--- config.mk ---
export PLATFORM = sky130hd
export DESIGN_NAME = branch_resolve
export DESIGN_NICKNAME = d
export VERILOG_FILES = /design/src/rtl/branch_resolve.sv
export SDC_FILE = /design/constraint.sdc
export NUM_CORES = 1
export LEC_CHECK = 0
export CAP_MARGIN = 10
export CELL_PAD_IN_SITES_DETAIL_PLACEMENT = 1
export CELL_PAD_IN_SITES_GLOBAL_PLACEMENT = 2
export CORE_AREA = 4 4 130 132
export CTS_CLUSTER_SIZE = 25
export DETAILED_ROUTE_END_ITERATION = 10
export DIE_AREA = 0 0 134 136
export GPL_TIMING_DRIVEN = 0
export PLACE_DENSITY_LB_ADDON = 0.1
export RECOVER_POWER = 50
export SETUP_SLACK_MARGIN = 0.2
export SLEW_MARGIN = 40
export SYNTH_ARGS = -nofsm -noshare
export SYNTH_HDL_FRONTEND = slang
export SYNTH_SLANG_ARGS = --single-unit
--- constraint.sdc ---
create_clock -name clk -period 5.65 [get_ports clk]
set_clock_uncertainty 0.2 [all_clocks]
set_input_delay 1.13 -clock clk [delete_from_list [all_inputs] [get_ports clk]]
set_output_delay 1.13 -clock clk [all_outputs]
set_load 0.02 [all_outputs]
--- src/rtl/branch_resolve.sv ---
// branch_resolve: resolves conditional branches in the EX stage.
// A taken branch produces a one-cycle redirect pulse carrying the target,
// and holds flush for FLUSH_CYCLES cycles, or longer while stall is high.
// Two saturating statistics counters track resolved and taken branches.
module branch_resolve #(
    parameter int FLUSH_CYCLES = 2,
    parameter int CNT_W        = 16
) (
    input  logic             clk,
    input  logic             reset,
    input  logic             ex_valid,
    input  logic             ex_branch,
    input  logic             cmp_s,
    input  logic [31:0]      ex_pc_plus4,
    input  logic [31:0]      ex_offset,
    input  logic             stall,
    input  logic             clr_cnt,
    output logic             redirect,
    output logic [31:0]      redirect_pc,
    output logic             flush,
    output logic [CNT_W-1:0] br_cnt,
    output logic [CNT_W-1:0] taken_cnt
);

    typedef enum logic [0:0] {
        IDLE  = 1'b0,
        FLUSH = 1'b1
    } state_t;

    // Loaded on a taken branch. The redirect cycle counts as the first flush cycle.
    localparam logic [2:0] FCNT_INIT = 3'(FLUSH_CYCLES - 1);

    state_t      state_r;
    logic [2:0]  fcnt_r;
    logic        accept_s;
    logic [31:0] target_s;

    // Counter increment that sticks at all-ones instead of wrapping.
    function automatic logic [CNT_W-1:0] sat_inc(input logic [CNT_W-1:0] v);
        if (&v) begin
            return v;
        end else begin
            return v + {{(CNT_W-1){1'b0}}, 1'b1};
        end
    endfunction

    // A branch is accepted only in IDLE and never while the pipeline is held;
    // the target is the word offset scaled to bytes, and it wraps at 2^32.
    always_comb begin
        accept_s = 1'b0;
        target_s = ex_pc_plus4 + (ex_offset << 2);
        if ((state_r == IDLE) && ex_valid && ex_branch && !stall) begin
            accept_s = 1'b1;
        end else begin
            accept_s = 1'b0;
        end
    end

    // Resolution FSM together with its registered redirect and flush outputs.
    always_ff @(posedge clk or posedge reset) begin
        if (reset) begin
            state_r     <= IDLE;
            fcnt_r      <= 3'd0;
            redirect    <= 1'b0;
            redirect_pc <= 32'd0;
            flush       <= 1'b0;
        end else begin
            case (state_r)
                IDLE: begin
                    if (accept_s && cmp_s) begin
                        state_r     <= FLUSH;
                        fcnt_r      <= FCNT_INIT;
                        redirect    <= 1'b1;
                        redirect_pc <= target_s;
                        flush       <= 1'b1;
                    end else begin
                        redirect <= 1'b0;
                        flush    <= 1'b0;
                    end
                end
                FLUSH: begin
                    // The redirect pulse always ends after one cycle, even under stall.
                    redirect <= 1'b0;
                    if (!stall && (fcnt_r == 3'd0)) begin
                        state_r <= IDLE;
                        flush   <= 1'b0;
                    end else if (!stall) begin
                        fcnt_r <= fcnt_r - 3'd1;
                        flush  <= 1'b1;
                    end else begin
                        flush  <= 1'b1;
                    end
                end
                default: begin
                    state_r  <= IDLE;
                    fcnt_r   <= 3'd0;
                    redirect <= 1'b0;
                    flush    <= 1'b0;
                end
            endcase
        end
    end

    // Statistics counters; a clear wins over an increment in the same cycle.
    always_ff @(posedge clk or posedge reset) begin
        if (reset) begin
            br_cnt    <= '0;
            taken_cnt <= '0;
        end else if (clr_cnt) begin
            br_cnt    <= '0;
            taken_cnt <= '0;
        end else if (accept_s) begin
            br_cnt <= sat_inc(br_cnt);
            if (cmp_s) begin
                taken_cnt <= sat_inc(taken_cnt);
            end else begin
                taken_cnt <= taken_cnt;
            end
        end else begin
            br_cnt    <= br_cnt;
            taken_cnt <= taken_cnt;
        end
    end

endmodule

-- Yosys cells after proc, flatten, opt, wreduce, memory -nomap -nowiden
Cells that the tools add are included.
- word-level logic and storage cells: 47
- flip-flop bits (word level): 69
- output and inout bits: 66
- bits of input ports: 71
- add/subtract/negate cells: 4
- mux-type cells: 16
- bitwise logic cells: 1
- reduce and logical (&&, ||, !) cells: 15
- eq/ne operators: 5
- operators by type and width (kind ; number):
    $mux W16 ; 7
    $add A16 B1 Y16 const B ; 2
    $add A32 B32 Y32 ; 1
    $reduce_and A16 Y1 ; 2
    $mux W3 ; 3
    $ne A2 B2 Y1 const B ; 4
    $pmux W3 S2 ; 1
    $reduce_and A3 Y1 ; 2
    $logic_and A1 B1 Y1 ; 5
    $pmux W1 S2 ; 2
    $reduce_and A2 Y1 ; 2
    $reduce_bool A2 Y1 ; 2
    $logic_not A3 Y1 ; 1
    $mux W1 ; 3
    $sub A3 B1 Y3 const B ; 1
    $ne A2 B1 Y1 const B ; 1
    $logic_not A1 Y1 ; 1
    $not A1 Y1 ; 1

-- Depth between registers and ports, before layout
- depth in word-level cells: 8
- depth in mapped cells: 10
- mapped depth without buffers: 10

-- Worst setup path after synthesis
OpenSTA, ideal clock, no wires.
- kind: input -> register
- start point: in ex_pc_plus4[2]
- end point: reg redirect_pc[30]
- arrival: 3.031 ns
- library setup time: 0.069 ns
- setup slack: 2.350 ns
- stages on the path: 10
- required time: 5.381 ns
- path buffers: 0
- cells stage by stage: ha_1 -> inv_1 -> fa_1 -> nand2b_1 -> a21oi_1 -> o21ai_1 -> o21ai_1 -> a21oi_1 -> or4_1 -> nand3_1
- cells in the longest elaborated chain, start to end: 1
- RTL lines (item ; line ; source):
    start, declared ; 14 ; input logic [31:0] ex_pc_plus4,
    $add A32 B32 Y32 ; 51 ; target_s = ex_pc_plus4 + (ex_offset << 2);
    end signal, assigned ; 74 ; redirect_pc <= target_s;
    end, declared ; 19 ; output logic [31:0] redirect_pc,
Every way passes these cells.
A chain may end at the register's enable or synchronous reset.

-- Final worst setup path
Ends and elaborated chain as after synthesis.

==> run summary <==
The tools report the synthesized netlist cell count as 536. After layout, the minimum clock period comes to 3.94 ns. The hold buffer count at CTS was 0; the power per cell area was 308 mW/mm². The path class of the tightest hold or removal check is reg2reg. The net count of the finished layout is 787.

Type of origin of the critical path: an input pin. Data on the critical path is required at its endpoint by 5.71 ns. For this run, the leading register cell type out of synthesis is sky130_fd_sc_hd__dfrtp_1.

The clock transition time at the flip-flop clock pins of the worst setup and hold paths came out at 0.05 ns. The area growth from synthesis to layout is 40.8%. Wires add up to 14.8 mm.

The floorplan has 46 rows. The longest clock path from root to sink contains 2 buffers. The tools report the total negative slack as 0 ns. The worst min-delay path startpoint is redirect_pc[10]$_DFFE_PP0P_. The run gives 0.0182 mm² as the die outline area. The run gives 0.00200 W as the total power. The run finished with clean final reports. The logs give 4740 for the number of global-route vias before repair and 0 for the buffers inserted during post-CTS setup optimization. The tools report the launch point of the worst reg-to-reg path as state_r$_DFF_PP0_. The final critical-path share of the clock period was 0.698; the mean instance size in the synthesized netlist was 8.63 µm². Setup repair after global routing left no endpoint under its margin. The via density per instance works out to 4.94. Tracing the worst setup path back leads to its startpoint at ex_pc_plus4[2]. The total of warnings raised by yosys was 0; the detailed-route via count was 4453. The number of gates resized after CTS was 0. The tools report the number of buffers added by the clock tree synthesis step as 9. The H-tree was split into 3 levels. The number of nets still failing antenna checks after routing is 0. The logs give 0 for the max-slew violation total from the final report and 4.01 ns for the arrival time of data at the critical path endpoint.

Summed over all cells, the static leakage comes to 2.80 nW. The startpoint-to-endpoint class of the critical path is in2reg. The ratio of cells with drive above 1 in the final layout is 0.0482, and the setup violation total in the final timing report is 0. VDD sags by at most 0.000135 V. Smallest hold slack: 0.279 ns.

The tools report the maximum clock frequency as 254 MHz. The proportion of register bits with asynchronous set or reset after synthesis was 1.00. The run gives 0.294 as the initial core utilization.

For the pin with the worst max-slew slack, the measured transition is 0.913 ns. The worst setup path is captured at a register. The logs give 0.0157 mm² for the standard cell core area and 0.00272 mm² for the area used by multi-input combinational logic. Along the worst hold path, the cell count comes to 2. The largest net degree at the start of global routing was 54.

The final-report hold violation count was 0. The total overflow left after global routing is 0. The worst reg-to-reg path cell count works out to 7. The worst hold path terminates at redirect_pc[10]$_DFFE_PP0P_.

The number of antenna violations at the first check in global routing is 0. The detailed-route wire length per cell was 16.4 µm. Across all register-to-register paths, the minimum setup slack is 3.28 ns. The synthesized design contains 0 enable-type register cells. TritonCTS built the clock tree.

The number of I/O port buffers is 134. The repair_antennas step left the layout with diodes totalling 0. The tree is rooted in a sky130_fd_sc_hd__clkbuf_16. The congestion estimate from routability-driven global placement came to 0.808. The filler cells instantiated in the layout total 1862. The flip-flop and latch count after synthesis was 69; the violation count after the first detailed-routing iteration was 152.

The top-level I/O count came out at 137. The share of the yosys chip area belonging to registers was 0.373. The logs give 0 for the number of design rule violations left after detail routing and 69 for the clock sink count.

The floorplan step set the die height to 136 µm. The first global-routing pass estimated 24.3 mm of wire. The number of nets in the synthesized netlist is 641. After legalization and detailed placement, the total HPWL measured 11.7 mm.

In this run the cell area of the synthesized design comes to 0.00462 mm². Registers take 0.00173 mm². Yosys mapped the design onto 60 distinct sky130hd cell types. The headroom to the max-slew limit is 0.388, and the worst-skew pair later-pin latency is 0.33 ns. The first detailed-routing pass took 5 iterations. Across the run, the number of max-cap violations was 0. Capturing point of the worst reg2reg path: taken_cnt[11]$_DFFE_PP0P_. The total routing resource utilization after global routing was 0.166. The die outline width was 134 µm.

In this run the worst path has a maximum fanout of 4.
-- cells by family (layout without fill, tap and decap cells) --
logic type	after synthesis	in the layout	synth area share
and+or+nand+nor	213	213	0.219
AOI/OAI and AO/OA	127	127	0.169
DFF	69	69	0.373
xor gates and xnor gates	50	50	0.0947
buffers and inverters	38	187	0.0392
adders and majority gates	34	34	0.0936
muxes	5	5	0.0111
-- per-layer routing --
layer | up-vias | global-route usage | wire, µm | share of wire
met4 | 0 | 0.0537 | 256 | 0.017
met5 | - | 0 | 0 | 0
li1 | 2177 | - | - | -
met3 | 21 | 0.0259 | 621 | 0.042
met1 | 2151 | 0.208 | 6560 | 0.44
met2 | 104 | 0.293 | 7380 | 0.50
-- stage by stage --
step / setup WS, ns / area, µm² / util / instances
finish: 1.71 / 6510 / 0.414 / 901
global route: 1.53 / 6510 / 0.414 / 901
CTS: 1.70 / 6520 / 0.415 / 901
detailed placement: 1.35 / 6270 / 0.399 / 887
global placement: 1.14 / 6240 / 0.397 / 886
floorplan: 2.35 / 4620 / - / 536
-- cells in the mapped netlist, drive strengths merged, types with 5 or more instances --
library cell | number | area share
a21o | 5 | 0.0084
a21oi | 41 | 0.044
a31oi | 6 | 0.013
and3 | 7 | 0.0095
and4 | 5 | 0.0095
buf | 6 | 0.012
clkbuf | 18 | 0.016
dfrtp | 69 | 0.37
ha | 33 | 0.089
inv | 14 | 0.011
nand2 | 79 | 0.066
nand3 | 21 | 0.023
nand4 | 16 | 0.022
nor2 | 54 | 0.044
o21a | 7 | 0.012
o21ai | 43 | 0.047
or3 | 6 | 0.0081
xnor2 | 19 | 0.036
xor2 | 31 | 0.059
-- cell usage in the layout, fill, tap and decap left out, drive strengths merged, types with 29 or more instances in the layout --
| cell | instances |
|---|---|
| a21oi | 41 |
| clkbuf | 29 |
| clkdlybuf4s50 | 101 |
| dfrtp | 69 |
| dlygate4sd3 | 33 |
| ha | 33 |
| nand2 | 79 |
| nor2 | 54 |
| o21ai | 43 |
| xor2 | 31 |
-- power breakdown --
group	switching, W	total (W)	internal [W]
clock	0.000198	0.000488	0.000290
sequential	0.0000904	0.000711	0.000621
combinational	0.000440	0.000804	0.000363
-- flip-flops by register name, summed over array words and instances (netlist names) --
name / cells
redirect: 1
br_cnt: 16
redirect_pc: 32
fcnt_r: 3
state_r: 1
taken_cnt: 16
-- worst max path at each step --
stage / end
floorplan: redirect_pc[30]$_DFFE_PP0P_
global placement: redirect_pc[8]$_DFFE_PP0P_
detailed placement: redirect_pc[30]$_DFFE_PP0P_
CTS: redirect_pc[30]$_DFFE_PP0P_
global route: redirect_pc[30]$_DFFE_PP0P_
finish: redirect_pc[30]$_DFFE_PP0P_
-- layout make-up --
type	instances	share of cell area
multi-input cells	429	0.417
inverters	14	0.00826
repair buffers	135	0.210
clock buffers	11	0.0357
clock inverters	3	0.00231
well taps	216	0.0415
plain buffers	24	0.0198
flip-flops and latches	69	0.265
-- critical path, cell delays in order --
cell and delay, ns:
sky130_fd_sc_hd__clkdlybuf4s50_1 0.46, sky130_fd_sc_hd__ha_1 0.17, sky130_fd_sc_hd__inv_1 0.06, sky130_fd_sc_hd__fa_1 0.40
sky130_fd_sc_hd__nand2b_1 0.18, sky130_fd_sc_hd__a21oi_1 0.24, sky130_fd_sc_hd__o21ai_1 0.20, sky130_fd_sc_hd__o21ai_1 0.35
sky130_fd_sc_hd__a21oi_1 0.23, sky130_fd_sc_hd__or4_1 0.50, sky130_fd_sc_hd__nand3_1 0.09
Note: power is estimated with default switching activity, not from simulation.
